<file path="config.mk">
export PLATFORM = sky130hd
export DESIGN_NAME = router_output_arbiter
export DESIGN_NICKNAME = d
export VERILOG_FILES = /design/src/rtl/router_output_arbiter_pkg.sv /design/src/rtl/router_output_arbiter_rr_pick.sv /design/src/rtl/router_output_arbiter.sv
export SDC_FILE = /design/constraint.sdc
export NUM_CORES = 1
export LEC_CHECK = 0
export BUFFER_PORTS_ARGS = -buffer_cell sky130_fd_sc_hd__buf_2
export CAP_MARGIN = 20
export CORE_MARGIN = 2
export CORE_UTILIZATION = 33
export CTS_CLUSTER_DIAMETER = 100
export DETAILED_ROUTE_END_ITERATION = 7
export GPL_TIMING_DRIVEN = 0
export PLACE_DENSITY_LB_ADDON = 0.05
export REMOVE_ABC_BUFFERS = 1
export SLEW_MARGIN = 25
export SYNTH_ARGS = -nofsm -noshare
export SYNTH_HDL_FRONTEND = slang
export SYNTH_SLANG_ARGS = --single-unit
</file>
<file path="constraint.sdc">
create_clock -name clk -period 6.4 [get_ports clk]
set_clock_uncertainty 0.15 [all_clocks]
set_input_delay 0.96 -clock clk [delete_from_list [all_inputs] [get_ports clk]]
set_output_delay 0.96 -clock clk [all_outputs]
set_load 0.02 [all_outputs]
</file>
<file path="src/rtl/router_output_arbiter_pkg.sv">
// Shared NoC constants and the output-arbiter FSM state type.
// Imported by the arbiter, its round-robin picker and the bench.
package router_output_arbiter_pkg;

  localparam int NOC_REN = 5;   // core, up, down, right, left
  localparam int NOC_PL  = 32;  // packet width in bits

  typedef enum logic [1:0] {
    ARB_IDLE    = 2'd0,
    ARB_SEND    = 2'd1,
    ARB_RELEASE = 2'd2
  } arb_state_e;

endpackage

</file>
<file path="src/rtl/router_output_arbiter_rr_pick.sv">
// Combinational round-robin picker: first set bit of req at or after ptr,
// wrapping past REN-1 back to 0.
module rr_pick #(
  parameter int REN = 5,
  parameter int PW  = (REN > 1) ? $clog2(REN) : 1
) (
  input  logic [REN-1:0] req,
  input  logic [PW-1:0]  ptr,
  output logic [REN-1:0] onehot,
  output logic [PW-1:0]  idx,
  output logic           any
);

  always_comb begin
    int j;
    onehot = '0;
    idx    = '0;
    any    = 1'b0;
    j      = 0;
    // Walk from the farthest offset down so the nearest requester wins last.
    for (int k = REN - 1; k >= 0; k--) begin
      j = int'(ptr) + k;
      if (j >= REN) j = j - REN;
      if (req[j]) begin
        onehot    = '0;
        onehot[j] = 1'b1;
        idx       = PW'(j);
        any       = 1'b1;
      end
    end
  end

endmodule

</file>
<file path="src/rtl/router_output_arbiter.sv">
// Router output-port arbiter: round-robin grant, one packet in flight,
// purge on downstream write, timeout on abandoned transfers.
module router_output_arbiter
  import router_output_arbiter_pkg::*;
#(
  parameter int REN     = NOC_REN,
  parameter int PL      = NOC_PL,
  parameter int TIMEOUT = 16
) (
  input  logic                    clk,
  input  logic                    rst_n,
  input  logic [REN-1:0]          req_valid,
  input  logic [REN-1:0][PL-1:0]  req_data,
  input  logic                    out_ready,
  input  logic                    written,
  output logic                    out_valid,
  output logic [PL-1:0]           out_data,
  output logic [REN-1:0]          grant,
  output logic [REN-1:0]          purge,
  output logic                    timeout,
  output arb_state_e              dbg_state
);

  localparam int PW = (REN > 1) ? $clog2(REN) : 1;
  localparam int CW = $clog2(TIMEOUT + 1);

  // Handshake: out_valid stays high with stable out_data until the
  // downstream pulses written; the owning input is then purged once.

  arb_state_e      state;
  logic [PW-1:0]   ptr;
  logic [PW-1:0]   gidx;
  logic [CW-1:0]   cnt;
  logic [REN-1:0]  pick_onehot;
  logic [PW-1:0]   pick_idx;
  logic            pick_any;
  logic [PW-1:0]   next_ptr;

  rr_pick #(.REN(REN), .PW(PW)) u_pick (
    .req    (req_valid),
    .ptr    (ptr),
    .onehot (pick_onehot),
    .idx    (pick_idx),
    .any    (pick_any)
  );

  assign next_ptr  = (gidx == PW'(REN - 1)) ? '0 : gidx + PW'(1);
  assign dbg_state = state;

  always_ff @(posedge clk or negedge rst_n) begin
    if (!rst_n) begin
      state     <= ARB_IDLE;
      ptr       <= '0;
      gidx      <= '0;
      cnt       <= '0;
      out_valid <= 1'b0;
      out_data  <= '0;
      grant     <= '0;
      purge     <= '0;
      timeout   <= 1'b0;
    end else begin
      purge   <= '0;
      timeout <= 1'b0;
      case (state)
        ARB_IDLE: begin
          if (out_ready && pick_any) begin
            grant     <= pick_onehot;
            gidx      <= pick_idx;
            out_data  <= req_data[pick_idx];
            out_valid <= 1'b1;
            cnt       <= '0;
            state     <= ARB_SEND;
          end else begin
            grant     <= '0;
            out_valid <= 1'b0;
          end
        end
        ARB_SEND: begin
          // written on the expiry cycle takes priority over the timeout.
          if (written) begin
            out_valid <= 1'b0;
            purge     <= grant;
            ptr       <= next_ptr;
            state     <= ARB_RELEASE;
          end else if (cnt >= CW'(TIMEOUT - 1)) begin
            out_valid <= 1'b0;
            grant     <= '0;
            timeout   <= 1'b1;
            ptr       <= next_ptr;
            state     <= ARB_IDLE;
          end else if (cnt != CW'(TIMEOUT)) begin
            cnt <= cnt + CW'(1);
          end
        end
        ARB_RELEASE: begin
          grant <= '0;
          state <= ARB_IDLE;
        end
        default: begin
          state     <= ARB_IDLE;
          grant     <= '0;
          out_valid <= 1'b0;
        end
      endcase
    end
  end

endmodule

</file>
==> results.json <==
{
  "final_util_pct": 41.94,
  "path_cells": "inv_1 -> ha_2 -> ha_1 -> or2_1 -> o21ai_4 -> o31a_1 -> a211oi_4 -> or3_4 -> o31a_4 -> a21boi_4 -> o21ai_0 -> o211ai_2",
  "via_count": 6256,
  "gp_congestion": 0.8544,
  "drt_iter0_markers": 476,
  "syn_avg_cell_area_um2": 8.693,
  "postRouteAntennaNets": 0,
  "grt_use_met1_pct": 27.41,
  "core_area_um2": 17960,
  "die_y_um": 139.2,
  "antenna_found_initial": 1,
  "synth-seq-cells": 57,
  "critical_path_arrival_ns": 5.95,
  "clk_pin_slew_worst_paths_ns": 0.06,
  "cts_max_level": 3,
  "insertion_delay_ns": 0.33,
  "ys.flop_type": "dfrtp_1",
  "dr.pass1.iters": 5,
  "stdcell_area_um2": 7535,
  "max_stage_delay_ns": 0.79,
  "syn_area_um2": 6033,
  "worst-endpoint-required_ns": 6.51,
  "io_pins": 215,
  "grt_pass1_vias": 6162,
  "maxSlewHeadroom_pct": 35.58,
  "dp_hpwl_mm": 15.48,
  "clk_path_buf_depth": 2,
  "dieArea_um2": 19380,
  "r2r_end": "out_data[12]",
  "synthDistinctLibCells": 96,
  "vias_per_cell": 5.641,
  "wirelength_mm": 21.21,
  "fin_crit_ns": 5.846,
  "clock_sinks": 57,
  "post_cts_buffers": 0,
  "criticalPathCategory": "reg -> reg",
  "drive_above_1_share_pct": 36.52,
  "hold_buffers": 0,
  "overflow": 0,
  "rr_startpoint": "ptr[1]",
  "crit_fanout": 70,
  "reg2reg_depth": 12,
  "finalSetupViolCount": 0,
  "dp_slack_ns": 0.3298,
  "max_freq_mhz": 171.1,
  "ys_seq_area_share_pct": 23.64,
  "cpLargestDelayFamily": "compound AO/OA/AOI/OAI gates",
  "worst_slew_pin_slew_ns": 0.9662,
  "syn_inst": 694,
  "nets": 1070,
  "placed_cell_area_um2": 7202,
  "drc": 0,
  "grt_setup_unrepaired": "false",
  "cts_resized": 0,
  "grt_max_degree": 71,
  "cp-end-kind": "register",
  "syn_to_final_growth_pct": 24.89,
  "start_kind": "register",
  "port_buffers": 214,
  "row_count": 49,
  "final-max-slew-violation-count": 0,
  "start_util_pct": 33.59,
  "max_cap_viol_count": 0,
  "grt_use_met3_pct": 4.061,
  "ys_async_sr_fraction_pct": 100.0,
  "finalCritPeriodShare_pct": 91.34,
  "cp_num_buf_inv": 1,
  "worst_path_max_delay_cell": "dfrtp_1",
  "die_w_um": 139.2,
  "grtUsageMet2_pct": 36.22,
  "hold_path_class": "in -> async",
  "yosys_warnings": 0,
  "grt.total_usage_pct": 21.28,
  "status": "finished, final reports clean",
  "top_usage_layer": "met2",
  "synth_enable_flop_cells": 0,
  "setup_slack_ns": 0.5544,
  "routedWlPerCell_um": 19.12,
  "root_buffer": "clkbuf_16",
  "cts_buffers": 9,
  "rrSetupSlack_ns": 0.55,
  "finalSetupTns_ns": 0,
  "finalHoldViolCount": 0,
  "cts_tree": "built",
  "grt_pass1_wl_mm": 33.40
}
## cells by family after synthesis
group,after synthesis,share of synthesized area [%]
multiplexers,38,6.491
flip-flops,57,23.64
AO/OA/AOI/OAI,265,34.97
XOR/XNOR,8,1.535
adder cells (fa/ha/maj),27,5.724
buffers and inverters,75,6.989
AND/OR/NAND/NOR,224,20.66
## metrics by stage
| step | hold WS, ns | std cells |
|---|---|---|
| after floorplan | 0.3065 | 643 |
| after global placement | 0.3170 | 1086 |
| after detailed placement | 0.3295 | 1092 |
| after CTS | 0.3139 | 1108 |
| after global routing | 0.3183 | 1109 |
| final | 0.3233 | 1109 |
## layout by cell type, fill, tap and decap left out, types with 3 or more instances in the layout
cell         n
o211ai_2    22
o211ai_1    10
mux2_2       6
nand2b_2     3
and2_1       3
inv_2        3
nand4_1      5
xnor2_2      3
o21ai_2      3
mux2i_1     31
ha_1        25
nor2_1      35
and3_1      38
a211oi_1     3
nand2b_1     9
dfrtp_1     56
nand2_1     34
or3_1        4
a21oi_1     22
o21ai_0     47
o21bai_1     3
xnor2_1      4
buf_2      213
a211o_1      3
nor2b_1     32
a31oi_1     38
o21ai_1     21
and2b_1      3
inv_1       20
clkbuf_16    9
a22oi_1      3
nand3_1     20
o221a_1      5
a31oi_2      3
a21boi_0    28
a21o_1       4
nor3_1      16
clkinv_4     3
nor2_2       3
a2111oi_2    3
## sequential cells by signal, summed over array words and instances (netlist names)
register and flops:
out_data 32, cnt 5, grant 5, purge 5
gidx 3, ptr 3, dbg_state 2, out_valid 1
timeout 1
## cells in the mapped netlist, types with 6 or more instances
cell type,instances,share of area [%]
o21ai_1,21,1.7
nand3_1,20,1.7
nand2b_1,9,0.93
a21oi_1,22,1.8
a21boi_0,28,3.5
clkbuf_1,17,1.1
nand2_1,34,2.1
and3_1,38,3.9
o21ai_0,47,3.9
mux2i_1,31,5.1
o211ai_1,10,1.2
nor2_1,35,2.2
a31oi_1,38,3.9
inv_1,20,1.2
ha_1,26,5.4
mux2_2,6,1.1
nor2b_1,32,3.3
o211ai_2,22,4.6
buf_2,15,1.2
nor3_1,16,1.3
buf_6,13,2.4
dfrtp_1,57,24
## final cells by class
type / count / area [um^2]
antenna: 1 / 2.502
clock buffer: 9 / 225.2
clock inverter: 7 / 102.6
fill: 1842 / 10430
inverter: 24 / 95.09
multi-input combinational: 562 / 4200
sequential: 57 / 1428
tap: 229 / 286.5
timing repair buffer: 220 / 1195
## routing by layer
| metal | wire length, um | vias up |
|---|---|---|
| li1 | - | 2974 |
| met1 | 9093 | 3000 |
| met2 | 10400 | 243 |
| met3 | 1172 | 39 |
| met4 | 539 | 0 |
| met5 | 0 | - |
## how the worst max path moves through the flow
| stage | start | end | slack (ns) | depth (start not counted) |
|---|---|---|---|---|
| 6_report | ptr[1] | out_data[12] | 0.55 | 12 |
| 5_1_grt | ptr[1] | out_data[1] | 0.12 | 12 |
| 4_1_cts | ptr[1] | out_data[12] | 0.31 | 11 |
| 3_5_place_dp | ptr[1] | out_data[12] | 0.33 | 11 |
| 3_3_place_gp | ptr[0] | out_data[15] | -1.24 | 10 |
| 2_1_floorplan | ptr[0] | out_data[0] | 1.02 | 12 |
Power is not shown: default switching activity piles up to over one toggle a cycle in this logic, so the estimate is an artifact.
